[src/rtl/key_event_if.sv]
// Key level in, classified one-cycle key events out.
interface key_event_if;
  logic key_db;
  logic press_pulse;
  logic release_pulse;
  logic short_press;
  logic long_press;
  logic hold_repeat;
  logic double_click;
  logic busy;

  // Producer of the key level; consumer of the events.
  modport master (
    output key_db,
    input  press_pulse, release_pulse, short_press, long_press,
           hold_repeat, double_click, busy
  );

  // The decoder itself.
  modport slave (
    input  key_db,
    output press_pulse, release_pulse, short_press, long_press,
           hold_repeat, double_click, busy
  );
endinterface

[src/rtl/key_event_decoder.sv]
// Classifies a debounced active-low key level into press/release,
// short/long press, hold-repeat and double-click pulses.
module key_event_decoder #(
  parameter int unsigned CNT_W         = 16,
  parameter int unsigned LONG_CYCLES   = 1000,
  parameter int unsigned DCLICK_CYCLES = 300,
  parameter int unsigned REPEAT_CYCLES = 100
) (
  input logic       clk,
  input logic       rst_n,
  key_event_if.slave kif
);

  localparam logic [CNT_W-1:0] LONG_LAST   = CNT_W'(LONG_CYCLES - 1);
  localparam logic [CNT_W-1:0] DCLICK_LAST = CNT_W'(DCLICK_CYCLES - 1);
  localparam logic [CNT_W-1:0] REPEAT_LAST = CNT_W'(REPEAT_CYCLES - 1);
  localparam logic [CNT_W-1:0] CNT_MAX     = '1;

  typedef enum logic [2:0] {
    IDLE   = 3'd0,
    PRESS1 = 3'd1,
    WAIT2  = 3'd2,
    PRESS2 = 3'd3,
    HOLD   = 3'd4
  } state_t;

  state_t           state_q, state_d;
  logic [CNT_W-1:0] cnt_q, cnt_d;
  logic             key_q;
  logic             fall, rise;
  logic             cnt_reload;
  logic             short_d, long_d, repeat_d, dclick_d;

  logic press_q, release_q, short_q, long_q, repeat_q, dclick_q, busy_q;

  // Edges of the key level (key is active-low: fall = press).
  assign fall = key_q & ~kif.key_db;
  assign rise = ~key_q & kif.key_db;

  // Next-state, counter and classification decode; rise/fall beat timeouts.
  always_comb begin
    state_d    = state_q;
    cnt_reload = 1'b0;
    short_d    = 1'b0;
    long_d     = 1'b0;
    repeat_d   = 1'b0;
    dclick_d   = 1'b0;
    unique case (state_q)
      IDLE: begin
        if (fall) state_d = PRESS1;
      end
      PRESS1: begin
        if (rise) begin
          state_d = WAIT2;
        end else if (cnt_q == LONG_LAST) begin
          long_d  = 1'b1;
          state_d = HOLD;
        end
      end
      WAIT2: begin
        if (fall) begin
          state_d = PRESS2;
        end else if (cnt_q == DCLICK_LAST) begin
          short_d = 1'b1;
          state_d = IDLE;
        end
      end
      PRESS2: begin
        if (rise) begin
          dclick_d = 1'b1;
          state_d  = IDLE;
        end else if (cnt_q == LONG_LAST) begin
          long_d  = 1'b1;
          state_d = HOLD;
        end
      end
      HOLD: begin
        if (rise) begin
          state_d = IDLE;
        end else if (cnt_q == REPEAT_LAST) begin
          repeat_d   = 1'b1;
          cnt_reload = 1'b1;
        end
      end
      default: state_d = IDLE;
    endcase

    if ((state_d != state_q) || cnt_reload) begin
      cnt_d = '0;
    end else if (cnt_q != CNT_MAX) begin
      cnt_d = cnt_q + CNT_W'(1);
    end else begin
      cnt_d = cnt_q;
    end
  end

  // State, counter, edge history and registered event outputs.
  always_ff @(posedge clk or negedge rst_n) begin
    if (!rst_n) begin
      state_q   <= IDLE;
      cnt_q     <= '0;
      key_q     <= 1'b1;
      press_q   <= 1'b0;
      release_q <= 1'b0;
      short_q   <= 1'b0;
      long_q    <= 1'b0;
      repeat_q  <= 1'b0;
      dclick_q  <= 1'b0;
      busy_q    <= 1'b0;
    end else begin
      state_q   <= state_d;
      cnt_q     <= cnt_d;
      key_q     <= kif.key_db;
      press_q   <= fall;
      release_q <= rise;
      short_q   <= short_d;
      long_q    <= long_d;
      repeat_q  <= repeat_d;
      dclick_q  <= dclick_d;
      busy_q    <= (state_d != IDLE);
    end
  end

  assign kif.press_pulse   = press_q;
  assign kif.release_pulse = release_q;
  assign kif.short_press   = short_q;
  assign kif.long_press    = long_q;
  assign kif.hold_repeat   = repeat_q;
  assign kif.double_click  = dclick_q;
  assign kif.busy          = busy_q;

endmodule
[src/flat_wrapper.sv]
// flat-port wrapper written by rule: the top's interface ports become plain ports
module key_event_decoder_flat 
#(
  parameter int unsigned CNT_W         = 16,
  parameter int unsigned LONG_CYCLES   = 1000,
  parameter int unsigned DCLICK_CYCLES = 300,
  parameter int unsigned REPEAT_CYCLES = 100
)
  (clk, rst_n, kif_key_db, kif_press_pulse, kif_release_pulse, kif_short_press, kif_long_press, kif_hold_repeat, kif_double_click, kif_busy);
  key_event_if kif_i ();
  input logic clk;
  input logic rst_n;
  input wire logic [$bits(kif_i.key_db)-1:0] kif_key_db;
  output wire logic [$bits(kif_i.press_pulse)-1:0] kif_press_pulse;
  output wire logic [$bits(kif_i.release_pulse)-1:0] kif_release_pulse;
  output wire logic [$bits(kif_i.short_press)-1:0] kif_short_press;
  output wire logic [$bits(kif_i.long_press)-1:0] kif_long_press;
  output wire logic [$bits(kif_i.hold_repeat)-1:0] kif_hold_repeat;
  output wire logic [$bits(kif_i.double_click)-1:0] kif_double_click;
  output wire logic [$bits(kif_i.busy)-1:0] kif_busy;
  assign kif_i.key_db = kif_key_db;
  assign kif_press_pulse = kif_i.press_pulse;
  assign kif_release_pulse = kif_i.release_pulse;
  assign kif_short_press = kif_i.short_press;
  assign kif_long_press = kif_i.long_press;
  assign kif_hold_repeat = kif_i.hold_repeat;
  assign kif_double_click = kif_i.double_click;
  assign kif_busy = kif_i.busy;
  key_event_decoder #(.CNT_W(CNT_W), .LONG_CYCLES(LONG_CYCLES), .DCLICK_CYCLES(DCLICK_CYCLES), .REPEAT_CYCLES(REPEAT_CYCLES)) u_core (.clk(clk), .rst_n(rst_n), .kif(kif_i));
endmodule
[config.mk]
export PLATFORM = sky130hd
export DESIGN_NAME = key_event_decoder_flat
export DESIGN_NICKNAME = d
export VERILOG_FILES = /design/src/rtl/key_event_if.sv /design/src/rtl/key_event_decoder.sv /design/src/flat_wrapper.sv
export SDC_FILE = /design/constraint.sdc
export NUM_CORES = 1
export LEC_CHECK = 0
export CELL_PAD_IN_SITES_DETAIL_PLACEMENT = 0
export CELL_PAD_IN_SITES_GLOBAL_PLACEMENT = 2
export CORE_ASPECT_RATIO = 1.4
export CORE_MARGIN = 2
export CORE_UTILIZATION = 39
export DETAILED_ROUTE_END_ITERATION = 12
export PLACE_DENSITY_LB_ADDON = 0.12
export SLEW_MARGIN = 20
export SYNTH_ARGS = -nofsm -noshare
export SYNTH_HDL_FRONTEND = slang
export SYNTH_SLANG_ARGS = --single-unit
[constraint.sdc]
create_clock -name clk -period 7.5 [get_ports clk]
set_clock_uncertainty 0.15 [all_clocks]
set_input_delay 0.75 -clock clk [delete_from_list [all_inputs] [get_ports clk]]
set_output_delay 0.75 -clock clk [all_outputs]
set_load 0.01 [all_outputs]
==> summary.txt <==
Detailed routing
  • WL final: 2.98 mm
  • DR WL/cell: 15.4 µm
  • TritonRoute pass-1 iters: 5
  • Routed vias: 1,071
  • Vias per Instance: 5.55
  • DRC violations left: 0
  • DRT antenna net count: 0
  • 1st-iter DRT viols: 32

Timing
  • Final setup TNS: 0 ps
  • Final Max Tran Viols: 0
  • Tcrit/Tclk final: 37.5%
  • Final worst setup slack: 4690 ps
  • Post-layout minimum cycle time: 2810 ps
  • Slew headroom: 36.6%
  • Unrepaired setup endpoints after global routing: no
  • Final setup vio count: 0
  • Slew of the pin with the lowest slew margin: 943 ps
  • Final Hold Viols: 0
  • Max Fclk: 0.356 GHz

Clocking
  • CTS tree: built
  • H-Tree Depth: 1
  • Clock slew at reported path FFs: 90 ps
  • CTS sink count: 27
  • Hold Buf Count CTS: 0
  • Clock Latency Late Sink: 270 ps
  • CTS buffer count: 3
  • Root buf cell: clkbuf_8
  • Cts repair resizes: 0
  • Postcts setup bufs: 0
  • Maximum clock path buffer count: 2

GRT
  • Vias in the first global route: 1,055
  • First-pass GRT wire length: 5.04 mm
  • GRT Residual Overflow: 0
  • Pin count of the biggest net entering global routing: 28
  • Total track usage: 17.0%
  • Initial antenna violation count: 0

Floorplanning
  • Rows: 25
  • Die footprint: 4110 µm²
  • Die Wd: 54.7 µm
  • IO Count: 10
  • Height of the die: 75.0 µm
  • Starting Density: 41.2%
  • Core Area: 3410 µm²

Synthesis
  • Sequential area share after synthesis: 48.2%
  • Syn nets: 148
  • Post-synth top area cell: dfrtp_1
  • Synth cell types: 38
  • Gate Count Post-Synth: 144
  • Cell Area, Synth: 1410 µm²
  • Top cells by area, synth: dfrtp_1, nor2_1, xnor2_1
  • Share of the synthesized area in the top cell type: 46.3%
  • Yosys reg bits: 27
  • Synth warn: 0
  • Syn Area/Cell: 9.76 µm²

Setup path
  • CP Capture Type: flip-flop
  • Critical Path RT: 7500 ps
  • Crit path from: u_core.cnt_q[4]
  • Crit path max fanout: 6
  • WS Path Type: reg2reg
  • WP data arrival: 2810 ps
  • R2R Path Start: u_core.cnt_q[4]
  • CP Launch Type: flip-flop

Hold path
  • HP Class: reg2reg
  • Worst hold start: u_core.key_q

Placed design
  • Post-DP Area: 1520 µm²
  • Worst slack at placement: 4700 ps
  • Number of buffer cells added on primary ports: 9
  • HPWL Detailed: 2.22 mm
  • GP Congestion: 0.779

Finish
  • Fraction of layout cells with a size suffix above 1: 7.84%
  • Final Cell Area: 1560 µm²
  • Final design utilization: 45.8%
  • Area Overhead vs Synth: 11.1%
  • # diodes: 0
  • Nets: 158

Power and ir drop
  • Pwr/cell area: 212 nW/µm²
  • Static Leakage: 0.657 nW
  • Peak supply drop: 149 µV

Run status
  • Status: complete, no violations

Flow run
  • Maximum capacitance violations: 0
==> sequential cells by signal, summed over array words and instances, names as in the netlist <==
register,cells
u_core.cnt_q,16
u_core.state_q,3
u_core.key_q,1
u_core.kif.busy,1
u_core.kif.double_click,1
u_core.kif.hold_repeat,1
u_core.kif.long_press,1
u_core.kif.press_pulse,1
u_core.kif.release_pulse,1
u_core.kif.short_press,1
==> metrics by stage <==
step / hold slack [ps] / instances / total power, mW
after floorplan: 304 / 144 / 0.233
after global placement: 411 / 189 / 0.252
after detailed placement: 416 / 189 / 0.253
after CTS: 431 / 193 / 0.336
after global routing: 451 / 193 / 0.351
final: 425 / 193 / 0.331
==> worst max-delay path: stages, from the launching register on <==
cell and delay [ps]:
dfrtp_1 470, or4b_4 580, or4_1 660, a32o_1 330
o311ai_4 400, nor2_1 90
==> logic make-up (layout without fill, tap and decap cells) <==
family | Yosys count | in the layout | synth area share [%]
simple gates | 78 | 78 | 30.9
flops | 27 | 27 | 48.2
compound gates | 18 | 18 | 9.53
xor+xnor | 11 | 11 | 6.86
buf+inv | 9 | 18 | 3.65
fa+ha+maj | 1 | 1 | 0.890
==> area by class of cell <==
type | count | area, µm²
repair buffers | 10 | 97.6
flip-flops and latches | 27 | 677
multi-input cells | 108 | 677
inverters | 4 | 15.0
clock buffers | 4 | 45.0
fillers | 339 | 1850
well taps | 40 | 50.0
==> layer usage <==
layer	vias up	GRT usage, %	wire length (µm)
met5	-	0	0
met4	0	5.83	24
met3	2	1.79	56
met2	16	29.4	1600
met1	517	21.4	1300
li1	536	-	-
==> layout by cell type (no fill, tap or decap), drive strengths merged, types with 2 or more instances in the layout <==
| master | count |
|---|---|
| nand3b | 2 |
| clkdlybuf4s50 | 9 |
| nand4 | 5 |
| dfrtp | 26 |
| clkbuf | 4 |
| nand3 | 8 |
| nor2 | 21 |
| or4 | 3 |
| and3 | 7 |
| nor3 | 8 |
| xor2 | 5 |
| xnor2 | 6 |
| a21oi | 7 |
| nor4b | 2 |
| o21ai | 3 |
| a31oi | 2 |
| nand2 | 9 |
| inv | 4 |
| nor4 | 4 |
==> power by group <==
part / total (mW) / internal [mW] / leakage, nW / switching, mW
logic: 0.0728 / 0.0314 / 0.272 / 0.0414
registers: 0.177 / 0.159 / 0.362 / 0.0179
clock network: 0.0817 / 0.0380 / 0.0228 / 0.0437
total: 0.331 / 0.228 / 0.657 / 0.103
==> Yosys cell counts <==
cell type  count
nor4b_1        2
nor2_1        21
or2b_1         1
nor3_1         8
ha_1           1
a31oi_1        2
nand4_1        5
nor2b_1        1
dfstp_2        1
nand3b_1       2
a32o_1         1
and3_1         7
o311ai_4       1
or4b_4         1
xnor2_1        6
and2b_2        1
buf_6          1
dfrtp_1       26
and4_1         1
o211ai_1       1
a31o_2         1
nand2_1        9
nand4bb_2      1
nand3_1        8
a21oi_1        7
and2_1         1
or4_4          1
nor4_1         4
a32oi_1        1
or4_1          2
o21ai_0        3
xor2_1         5
a22o_2         1
buf_4          2
inv_1          4
nand2b_1       1
and3b_1        1
buf_2          2
==> worst paths after layout <==
kind	depth (start not counted)	end	slack, ps
setup / recovery	5	u_core.cnt_q[8]	4690
hold / removal	1	u_core.kif.press_pulse	420
setup reg to reg	5	u_core.cnt_q[8]	4690
hold reg to reg	1	u_core.kif.press_pulse	420
max in group asynchronous	2	u_core.key_q	6200
min in group asynchronous	2	u_core.cnt_q[10]	690
(Power assumes the default switching activity.)
